==> src/rtl/axi4lite_regfile_slave.sv <==
// AXI4-Lite slave register file with byte strobes, read-only mask and SLVERR decode.
// The write and read channels each run their own two-state FSM and are fully concurrent.
module axi4lite_regfile_slave #(
  parameter int unsigned           ADDR_WIDTH = 6,
  parameter int unsigned           DATA_WIDTH = 32,
  parameter int unsigned           NUM_REGS   = 8,
  parameter logic [NUM_REGS-1:0]   RO_MASK    = '0,
  parameter logic [DATA_WIDTH-1:0] RST_VAL    = '0
) (
  input  logic                    ACLK,
  input  logic                    ARESETn,
  input  logic [ADDR_WIDTH-1:0]   AWADDR,
  input  logic                    AWVALID,
  output logic                    AWREADY,
  input  logic [DATA_WIDTH-1:0]   WDATA,
  input  logic [DATA_WIDTH/8-1:0] WSTRB,
  input  logic                    WVALID,
  output logic                    WREADY,
  output logic [1:0]              BRESP,
  output logic                    BVALID,
  input  logic                    BREADY,
  input  logic [ADDR_WIDTH-1:0]   ARADDR,
  input  logic                    ARVALID,
  output logic                    ARREADY,
  output logic [DATA_WIDTH-1:0]   RDATA,
  output logic [1:0]              RRESP,
  output logic                    RVALID,
  input  logic                    RREADY
);

  localparam int unsigned STRB_W = DATA_WIDTH / 8;
  localparam int unsigned AL     = $clog2(STRB_W);
  localparam int unsigned IDX_W  = ADDR_WIDTH - AL;

  localparam logic [1:0] RESP_OKAY   = 2'b00;
  localparam logic [1:0] RESP_SLVERR = 2'b10;

  typedef enum logic {W_ACCEPT, W_RESP} wstate_t;
  typedef enum logic {R_ACCEPT, R_DATA} rstate_t;

  logic [DATA_WIDTH-1:0] regs [NUM_REGS];

  // Write channel state
  wstate_t               wstate_q, wstate_d;
  logic                  aw_held_q, aw_held_d;
  logic                  w_held_q, w_held_d;
  logic [IDX_W-1:0]      awidx_q, awidx_d;
  logic [DATA_WIDTH-1:0] wdata_q, wdata_d;
  logic [STRB_W-1:0]     wstrb_q, wstrb_d;
  logic                  awready_d, wready_d, bvalid_d;
  logic [1:0]            bresp_d;
  logic                  aw_hs, w_hs, commit, wr_hit, wr_ro;
  logic [IDX_W-1:0]      cm_idx;
  logic [DATA_WIDTH-1:0] cm_data;
  logic [STRB_W-1:0]     cm_strb;

  // Read channel state
  rstate_t               rstate_q, rstate_d;
  logic                  arready_d, rvalid_d;
  logic [DATA_WIDTH-1:0] rdata_d;
  logic [1:0]            rresp_d;
  logic                  ar_hs, rd_hit;
  logic [IDX_W-1:0]      ar_idx;
  logic [DATA_WIDTH-1:0] rd_val;

  // Sub-word address bits carry no meaning; accesses are always word aligned.
  logic unused_addr_bits;
  assign unused_addr_bits = ^{AWADDR[AL-1:0], ARADDR[AL-1:0]};

  // Write FSM next-state: capture AW and W independently, commit once both are in hand.
  always_comb begin
    wstate_d  = wstate_q;
    aw_held_d = aw_held_q;
    w_held_d  = w_held_q;
    awidx_d   = awidx_q;
    wdata_d   = wdata_q;
    wstrb_d   = wstrb_q;
    awready_d = AWREADY;
    wready_d  = WREADY;
    bvalid_d  = BVALID;
    bresp_d   = BRESP;
    commit    = 1'b0;
    aw_hs     = AWVALID && AWREADY;
    w_hs      = WVALID && WREADY;
    cm_idx    = aw_hs ? AWADDR[ADDR_WIDTH-1:AL] : awidx_q;
    cm_data   = w_hs ? WDATA : wdata_q;
    cm_strb   = w_hs ? WSTRB : wstrb_q;
    wr_hit    = 1'b0;
    wr_ro     = 1'b0;
    for (int unsigned i = 0; i < NUM_REGS; i++) begin
      if (cm_idx == IDX_W'(i)) begin
        wr_hit = 1'b1;
        wr_ro  = RO_MASK[i];
      end
    end
    case (wstate_q)
      W_ACCEPT: begin
        if (aw_hs) begin
          aw_held_d = 1'b1;
          awidx_d   = AWADDR[ADDR_WIDTH-1:AL];
        end
        if (w_hs) begin
          w_held_d = 1'b1;
          wdata_d  = WDATA;
          wstrb_d  = WSTRB;
        end
        if ((aw_held_q || aw_hs) && (w_held_q || w_hs)) begin
          commit    = 1'b1;
          aw_held_d = 1'b0;
          w_held_d  = 1'b0;
          awready_d = 1'b0;
          wready_d  = 1'b0;
          bvalid_d  = 1'b1;
          bresp_d   = (wr_hit && !wr_ro) ? RESP_OKAY : RESP_SLVERR;
          wstate_d  = W_RESP;
        end else begin
          awready_d = !(aw_held_q || aw_hs);
          wready_d  = !(w_held_q || w_hs);
        end
      end
      W_RESP: begin
        if (BREADY) begin
          bvalid_d  = 1'b0;
          awready_d = 1'b1;
          wready_d  = 1'b1;
          wstate_d  = W_ACCEPT;
        end
      end
      default: wstate_d = W_ACCEPT;
    endcase
  end

  // Write FSM state and registered write-channel outputs.
  always_ff @(posedge ACLK or negedge ARESETn) begin
    if (!ARESETn) begin
      wstate_q  <= W_ACCEPT;
      aw_held_q <= 1'b0;
      w_held_q  <= 1'b0;
      awidx_q   <= '0;
      wdata_q   <= '0;
      wstrb_q   <= '0;
      AWREADY   <= 1'b0;
      WREADY    <= 1'b0;
      BVALID    <= 1'b0;
      BRESP     <= 2'b00;
    end else begin
      wstate_q  <= wstate_d;
      aw_held_q <= aw_held_d;
      w_held_q  <= w_held_d;
      awidx_q   <= awidx_d;
      wdata_q   <= wdata_d;
      wstrb_q   <= wstrb_d;
      AWREADY   <= awready_d;
      WREADY    <= wready_d;
      BVALID    <= bvalid_d;
      BRESP     <= bresp_d;
    end
  end

  // Register array: strobed byte update on an accepted commit to a writable register.
  always_ff @(posedge ACLK or negedge ARESETn) begin
    if (!ARESETn) begin
      for (int unsigned i = 0; i < NUM_REGS; i++) regs[i] <= RST_VAL;
    end else if (commit && wr_hit && !wr_ro) begin
      for (int unsigned i = 0; i < NUM_REGS; i++) begin
        if (cm_idx == IDX_W'(i)) begin
          for (int unsigned b = 0; b < STRB_W; b++) begin
            if (cm_strb[b]) regs[i][8*b +: 8] <= cm_data[8*b +: 8];
          end
        end
      end
    end
  end

  // Read FSM next-state: sample the register on the AR handshake, hold until R handshake.
  always_comb begin
    rstate_d  = rstate_q;
    arready_d = ARREADY;
    rvalid_d  = RVALID;
    rdata_d   = RDATA;
    rresp_d   = RRESP;
    ar_hs     = ARVALID && ARREADY;
    ar_idx    = ARADDR[ADDR_WIDTH-1:AL];
    rd_hit    = 1'b0;
    rd_val    = '0;
    for (int unsigned i = 0; i < NUM_REGS; i++) begin
      if (ar_idx == IDX_W'(i)) begin
        rd_hit = 1'b1;
        rd_val = regs[i];
      end
    end
    case (rstate_q)
      R_ACCEPT: begin
        if (ar_hs) begin
          arready_d = 1'b0;
          rvalid_d  = 1'b1;
          rdata_d   = rd_val;
          rresp_d   = rd_hit ? RESP_OKAY : RESP_SLVERR;
          rstate_d  = R_DATA;
        end else begin
          arready_d = 1'b1;
        end
      end
      R_DATA: begin
        if (RREADY) begin
          rvalid_d  = 1'b0;
          arready_d = 1'b1;
          rstate_d  = R_ACCEPT;
        end
      end
      default: rstate_d = R_ACCEPT;
    endcase
  end

  // Read FSM state and registered read-channel outputs.
  always_ff @(posedge ACLK or negedge ARESETn) begin
    if (!ARESETn) begin
      rstate_q <= R_ACCEPT;
      ARREADY  <= 1'b0;
      RVALID   <= 1'b0;
      RDATA    <= '0;
      RRESP    <= 2'b00;
    end else begin
      rstate_q <= rstate_d;
      ARREADY  <= arready_d;
      RVALID   <= rvalid_d;
      RDATA    <= rdata_d;
      RRESP    <= rresp_d;
    end
  end

endmodule

==> config.mk <==
export PLATFORM = sky130hd
export DESIGN_NAME = axi4lite_regfile_slave
export DESIGN_NICKNAME = d
export VERILOG_FILES = /design/src/rtl/axi4lite_regfile_slave.sv
export SDC_FILE = /design/constraint.sdc
export NUM_CORES = 1
export LEC_CHECK = 0
export ABC_AREA = 1
export CAP_MARGIN = 20
export CORE_ASPECT_RATIO = 0.5
export CORE_MARGIN = 2
export CORE_UTILIZATION = 55
export DETAILED_ROUTE_END_ITERATION = 8
export GPL_ROUTABILITY_DRIVEN = 0
export GPL_TIMING_DRIVEN = 1
export MAX_ROUTING_LAYER = met4
export PLACE_DENSITY = 0.75
export SYNTH_ARGS = -nofsm -noshare
export SYNTH_HDL_FRONTEND = slang
export SYNTH_SLANG_ARGS = --single-unit
==> constraint.sdc <==
create_clock -name ACLK -period 2.43 [get_ports ACLK]
set_input_delay 0.486 -clock ACLK [delete_from_list [all_inputs] [get_ports ACLK]]
set_output_delay 0.486 -clock ACLK [all_outputs]
set_load 0.02 [all_outputs]
==> results.toml, run 1 <==
[status]
status = "finished, final reports clean"

[final_layout]
synthToLayoutAreaGrowth_pct = 19.69
finalNonFillerCells = 2257
final_nets = 1938
diodes = 0
post_route_cells_drive_above_1_share = 0.1076
postLayoutCellArea_sq_mm = 0.01789
nFillCells = 2157

[global_route]
antenna_found_initial = 0
grt_first_pass_wirelength_um = 60210
largest_net_degree_at_the_start_of_global_routing = 92
global_route_usage_over_all_layers = 0.2731
via_count_of_the_first_global_routing_pass = 11448
globalRoute.totalOverflow = 0

[cts]
post_cts_resized = 0
post-cts-setup-buffers = 0
clk_root_buffer_cell = "clkbuf_16"
cts.reportedPaths.clkPinSlew_ns = 0.07
cts_buffer_depth = 3
ctsHtreeMaxLevel = 1
cts.hold.buffers_added = 1
cts_num_sinks = 339
clock_insertion_delay_worst_skew_ns = 0.57
cts-buffers-inserted = 31
cts_tree = "done"

[worst_setup_path]
cp_max_fo = 3
reg2reg_slack_ns = 0.39
crit_path_end_kind = "output pin"
cp_slowest_stage_delay_ns = 0.62
critPathRequiredTime_ns = 1.94
worstReg2RegEnd = "regs[22]"
worstSetupStartpointType = "register"
cp_data_arrival_time_ns = 1.57
worst_r2r_startpoint = "WREADY"
criticalPathCategory = "register to output pin"
path_cells = "clkdlybuf4s50_1"
crit_family = "buffers and inverters"
rr_worst_depth = 6
path_buf_inv = 1
worst_path_max_delay_cell = "clkdlybuf4s50_1"

[sta]
setup_slack_ns = 0.3728
fin_skew_ns = 0.01623
finalSetupViolations = 0
fin_tns_setup_ns = 0
rsz0062_at_grt = "false"
finalWorstPathRequiredPeriod_ns = 2.057
tightest_slew_ns = 0.8405
finalCritPeriodShare = 0.8466
worst_slew_margin_rel = 0.4391
achievable-frequency_ghz = 0.4861
slew_violations = 0
final-hold-violation-count = 0

[routing]
antenna_left = 0
drt-wirelength-per-cell_um = 16.19
avgViaCountPerCell = 5.399
drt-total-wl_um = 36540
drt_pre_antenna_iters = 5
drt_first_iter_violations = 1352
remaining_drc_errors = 0
routed-via-count = 12185

[logic_synthesis]
syn-instance-count = 1762
synth.top_cell.area_share = 0.5675
post_synth_most_frequent_cells = "508 x nand2_1, 339 x dfrtp_1, 232 x o21ai_0, 135 x o21ai_1, 130 x nand3_1"
synthesis.area_per_instance_sq_um = 8.484
synth_seq_area_share = 0.5675
synth_enable_flop_cells = 0
synth_cell_types = 26
leading_register_cell_type_out_of_synthesis = "dfrtp_1"
yosys_register_bits = 339
post-synth-top-area-cell = "dfrtp_1"
synth_top_cells_by_area = "dfrtp_1 57%, nand2_1 13%, o21ai_0 7.8%"
synth-async-reset-ratio = 1.000
ys.warnings.count = 0
synth.cell_area_sq_mm = 0.01495
yosysMostFrequentCell = "nand2_1"

[power]
design_power_total_mw = 18.34
power_report.internal_total_mw = 12.07
power.share.combinational = 0.290
sw_frac_of_total = 0.3417
power.leakage_nw = 8.356
vdd_ir_drop_max_uv = 538.8
total_switching_power_mw = 6.267
power_density_mw_per_mm2 = 1025
clkPwrFrac = 0.273
share_seq_of_total_power = 0.436

[floorplan]
row_count = 42
die_height_um = 120.6
floorplan.core_area_sq_mm = 0.02659
chipWidth_um = 237.2
initial_utilization = 0.5622
floorplan.io_pins = 96
fp.dieArea_sq_mm = 0.02860

[place]
placedCellCount = 2201
post-dp-hpwl_um = 24380
port-buffer-count = 89
post_dp_cell_area_sq_mm = 0.01685
dp_slack_ns = -0.03274

[hold_path]
timing.hold.worst.class = "primary input to async pin"

[run]
maxcap_violations = 0
-- sequential cells by signal (all words and copies together), names as in the netlist, 4 cells and up --
name,cells
regs,256
RDATA,32
wdata_q,32
awidx_q,4
wstrb_q,4
-- kinds of logic (layout without fill, tap and decap cells) --
kind of cell / Yosys count / count (layout) / share of synthesized area
flip-flops: 339 / 339 / 0.5675
buffers and inverters: 208 / 350 / 0.06528
AO/OA/AOI/OAI: 398 / 398 / 0.1351
AND/OR/NAND/NOR: 816 / 816 / 0.2319
other: 1 / 2 / 0.0002508
-- how the worst max path moves through the flow --
stage / from / endpoint / slack, ns / cells past startpoint
floorplan: AWREADY / regs[61] / 0.58 / 10
global placement: ARADDR[3] / RDATA[28] / 0.03 / 9
detailed placement: WVALID / regs[214] / -0.03 / 8
CTS: AWREADY / AWREADY / 0.35 / 1
global route: WREADY / regs[138] / 0.27 / 6
finish: AWREADY / AWREADY / 0.37 / 1
-- layer usage --
metal,share of wire,global-route usage,wire [um]
met2,0.42,0.3814,15210
met1,0.48,0.4144,17570
met3,0.091,0.06073,3315
met5,0,-,0
met4,0.012,0.04874,446
-- cells in the final DEF, fill, tap and decap left out --
cell type / n
clkinv_2: 9
o21ai_0: 232
inv_8: 1
buf_4: 57
or2_4: 1
or2_2: 1
conb_1: 2
clkbuf_8: 7
o21ai_4: 2
o21a_1: 2
bufinv_16: 3
clkdlybuf4s50_1: 88
a21oi_1: 27
o21ai_1: 135
buf_12: 32
nand4_1: 32
nor2_4: 5
inv_2: 2
buf_8: 1
nand2_4: 1
nor2_1: 86
dfrtp_1: 339
dlygate4sd3_1: 1
nand2_1: 508
nand2_2: 35
nor3_2: 3
clkbuf_16: 31
nand3_1: 130
clkbuf_1: 4
nor2_2: 14
inv_1: 114
-- cell type report --
type,instances,area (sq um),share of cell area
clock inverter,13,146.4,0.008181
clock buffer,42,887.1,0.04958
multi-input combinational,1216,5527,0.3089
sequential,339,8483,0.4741
inverter,116,435.4,0.02433
timing repair buffer,179,1974,0.1103
tap,352,440.4,0.02461
-- through the flow --
step           hold WS, ns  utilization
3_5_place_dp        0.3583       0.6337
6_report            0.3598       0.6729
3_3_place_gp        0.3555       0.6337
2_1_floorplan       0.1904            -
5_1_grt             0.3501       0.6729
4_1_cts             0.3488       0.6729
-- power by group through the flow --
stage                     Sequential [mW]  Clock [mW]  Combinational, mW
after floorplan                      8.17           0               2.67
after global placement               8.00           0               5.11
after detailed placement             8.06           0               5.27
after CTS                            7.98        5.07               5.31
after global routing                 8.18        5.31               5.94
final                                8.00        5.01               5.33
Power figures use the tool's default switching activity.
==> inputs of run 2 (changes only) <==
CORE_UTILIZATION = 54   (was 55)
PLACE_DENSITY = 0.77   (was 0.75)
clock period = 1.7 ns   (was 2.43 ns; I/O delays follow)
==> results.toml, run 2 (synthesis gave the netlist of run 1 again) <==
[hold_path]
worstHoldStart = "RREADY"
timing.hold.worst.class = "primary input to register"
cell_depth_of_the_worst_min_delay_path = 2
timing.hold.worst_endpoint = "RVALID"

[routing]
drt-total-wl_um = 41600
drt-wirelength-per-cell_um = 18.10
drt_first_iter_violations = 1390
routed-via-count = 13020
drt_pre_antenna_iters = 5
remaining_drc_errors = 0
antenna_left = 0
avgViaCountPerCell = 5.666

[worst_setup_path]
criticalPathCategory = "register to register"
worstReg2RegEnd = "regs[93]"
worst_r2r_startpoint = "AWREADY"
worstSetupStartpointType = "register"
cp_data_arrival_time_ns = 2.32
cp_max_fo = 8
rr_worst_depth = 10
crit_path_end_kind = "register"
critPathRequiredTime_ns = 2.13
reg2reg_slack_ns = -0.19

[final_layout]
reg.largest.list = "regs (256), RDATA (32), wdata_q (32)"
largest_register_ffs = 256
most-common-layout-cells = "442 x nand2_1, 337 x dfrtp_1, 178 x o21ai_1"
synthToLayoutAreaGrowth_pct = 27.43
final_nets = 1981
post_route_cells_drive_above_1_share = 0.1799
diodes = 0
nFillCells = 1889
regMostFlops = "regs"
finalNonFillerCells = 2298
layout_commonest_cell = "nand2_1"

[sta]
finalCritPeriodShare = 1.110
rsz0062_at_grt = "true"
worst_slew_margin_rel = 0.5701
achievable-frequency_ghz = 0.5301
setup_slack_ns = -0.1863
finalSetupViolations = 257
fin_skew_ns = 0.01345
slew_violations = 0
finalWorstPathRequiredPeriod_ns = 1.886
final-hold-violation-count = 0
worst_hold_margin_ns = 0.3535
tightest_slew_ns = 0.6449
fin_tns_setup_ns = -22.85

[power]
vdd_ir_drop_max_uv = 884.0
power_density_mw_per_mm2 = 1438
power.leakage_nw = 9.025

[place]
post-dp-hpwl_um = 25190
port-buffer-count = 89
placedCellCount = 2215

[floorplan]
chipWidth_um = 239.3
initial_utilization = 0.5578
fp.dieArea_sq_mm = 0.02911
floorplan.io_pins = 96
row_count = 42
floorplan.core_area_sq_mm = 0.02680
die_height_um = 121.7

[cts]
cts.reportedPaths.clkPinSlew_ns = 0.07
ctsHtreeMaxLevel = 1
cts_num_sinks = 339
clk_root_buffer_cell = "clkbuf_16"
cts-buffers-inserted = 29
cts_tree = "done"
clock_insertion_delay_worst_skew_ns = 0.57
cts_buffer_depth = 3

[global_route]
antenna_found_initial = 0
grt_first_pass_wirelength_um = 63060
globalRoute.totalOverflow = 0
global_route_usage_over_all_layers = 0.2827
largest_net_degree_at_the_start_of_global_routing = 119
via_count_of_the_first_global_routing_pass = 11944

[status]
failing_checks = "negative setup slack"
status = "complete, but fails checks"

[run]
maxcap_violations = 0
==> run 2: cell count changes in the layout (fill, tap and decap cells not counted), moves of 16 or more <==
cell,previous run,this run
o21ai_0,232,152
nand2_8,0,25
dlygate4sd2_1,0,37
clkdlybuf4s50_1,88,49
nand2_1,508,442
buf_4,57,73
nand2_4,1,42
o21ai_1,135,178
o21ai_2,0,36
==> run 2: area by class of cell <==
cell class	instances	area [sq um]	share of cell area
multi-input cells	1229	6494	0.3409
well taps	352	440.4	0.02312
clock buffers	43	848.3	0.04453
repair buffers	211	2296	0.1205
inverters	116	437.9	0.02299
clock inverters	8	47.55	0.002496
flip-flops and latches	339	8486	0.4455
==> run 2: where the power goes <==
| group | switching (mW) | internal [mW] | total (mW) |
|---|---|---|---|
| logic | 5.79 | 3.57 | 9.36 |
| clock network | 3.03 | 3.44 | 6.47 |
| registers | 1.33 | 10.2 | 11.6 |
==> run 2: routing by layer <==
layer  share of wire  global-route usage
met2            0.44              0.4130
met3           0.096             0.06617
met5               0                   -
met4           0.023             0.05938
met1            0.44              0.4062
==> run 2: worst max path at each step <==
stage          depth (start not counted)  slack [ns]     from   endpoint
2_1_floorplan                          9       -0.05  AWREADY  regs[222]
3_3_place_gp                           9       -0.59  AWVALID   regs[30]
3_5_place_dp                           9       -0.66  AWVALID    regs[6]
4_1_cts                               10       -0.13  AWREADY  regs[108]
5_1_grt                               11       -0.30  AWREADY  regs[123]
6_report                              10       -0.19  AWREADY   regs[93]
==> run 2: stage by stage <==
stage / util / total power [mW] / cell area (sq um) / setup WS [ns]
after floorplan: - / 15.53 / 15020 / -0.05258
after global placement: 0.6312 / 19.25 / 16920 / -0.5894
after detailed placement: 0.6312 / 19.56 / 16920 / -0.6612
after CTS: 0.6844 / 26.33 / 18340 / -0.1311
after global routing: 0.7108 / 28.86 / 19050 / -0.3036
final: 0.7108 / 27.39 / 19050 / -0.1863
==> run 2: repair_timing <==
action,CTS,global route
gates cloned,5,10
setup endpoints to repair,295,257
pin swaps,14,41
gates resized for setup,147,178
endpoints found under the hold margin,339,0
hold buffers,1,0
setup buffers,12,4
==> run 2: critical path, cell delays in order (launching register included) <==
cell and delay [ns]:
dfrtp_2 0.39, nand2_4 0.09, or2_4 0.25, o21ai_4 0.09, buf_6 0.15, nand2_8 0.07
nor2_4 0.14, buf_12 0.22, nand2_8 0.11, nand2_2 0.11, o21ai_1 0.11
==> inputs of run 3 (changes only) <==
CAP_MARGIN = not set   (was 20)
==> results of run 3 <==
Final layout, timing and power as in run 2 (identical DEF).
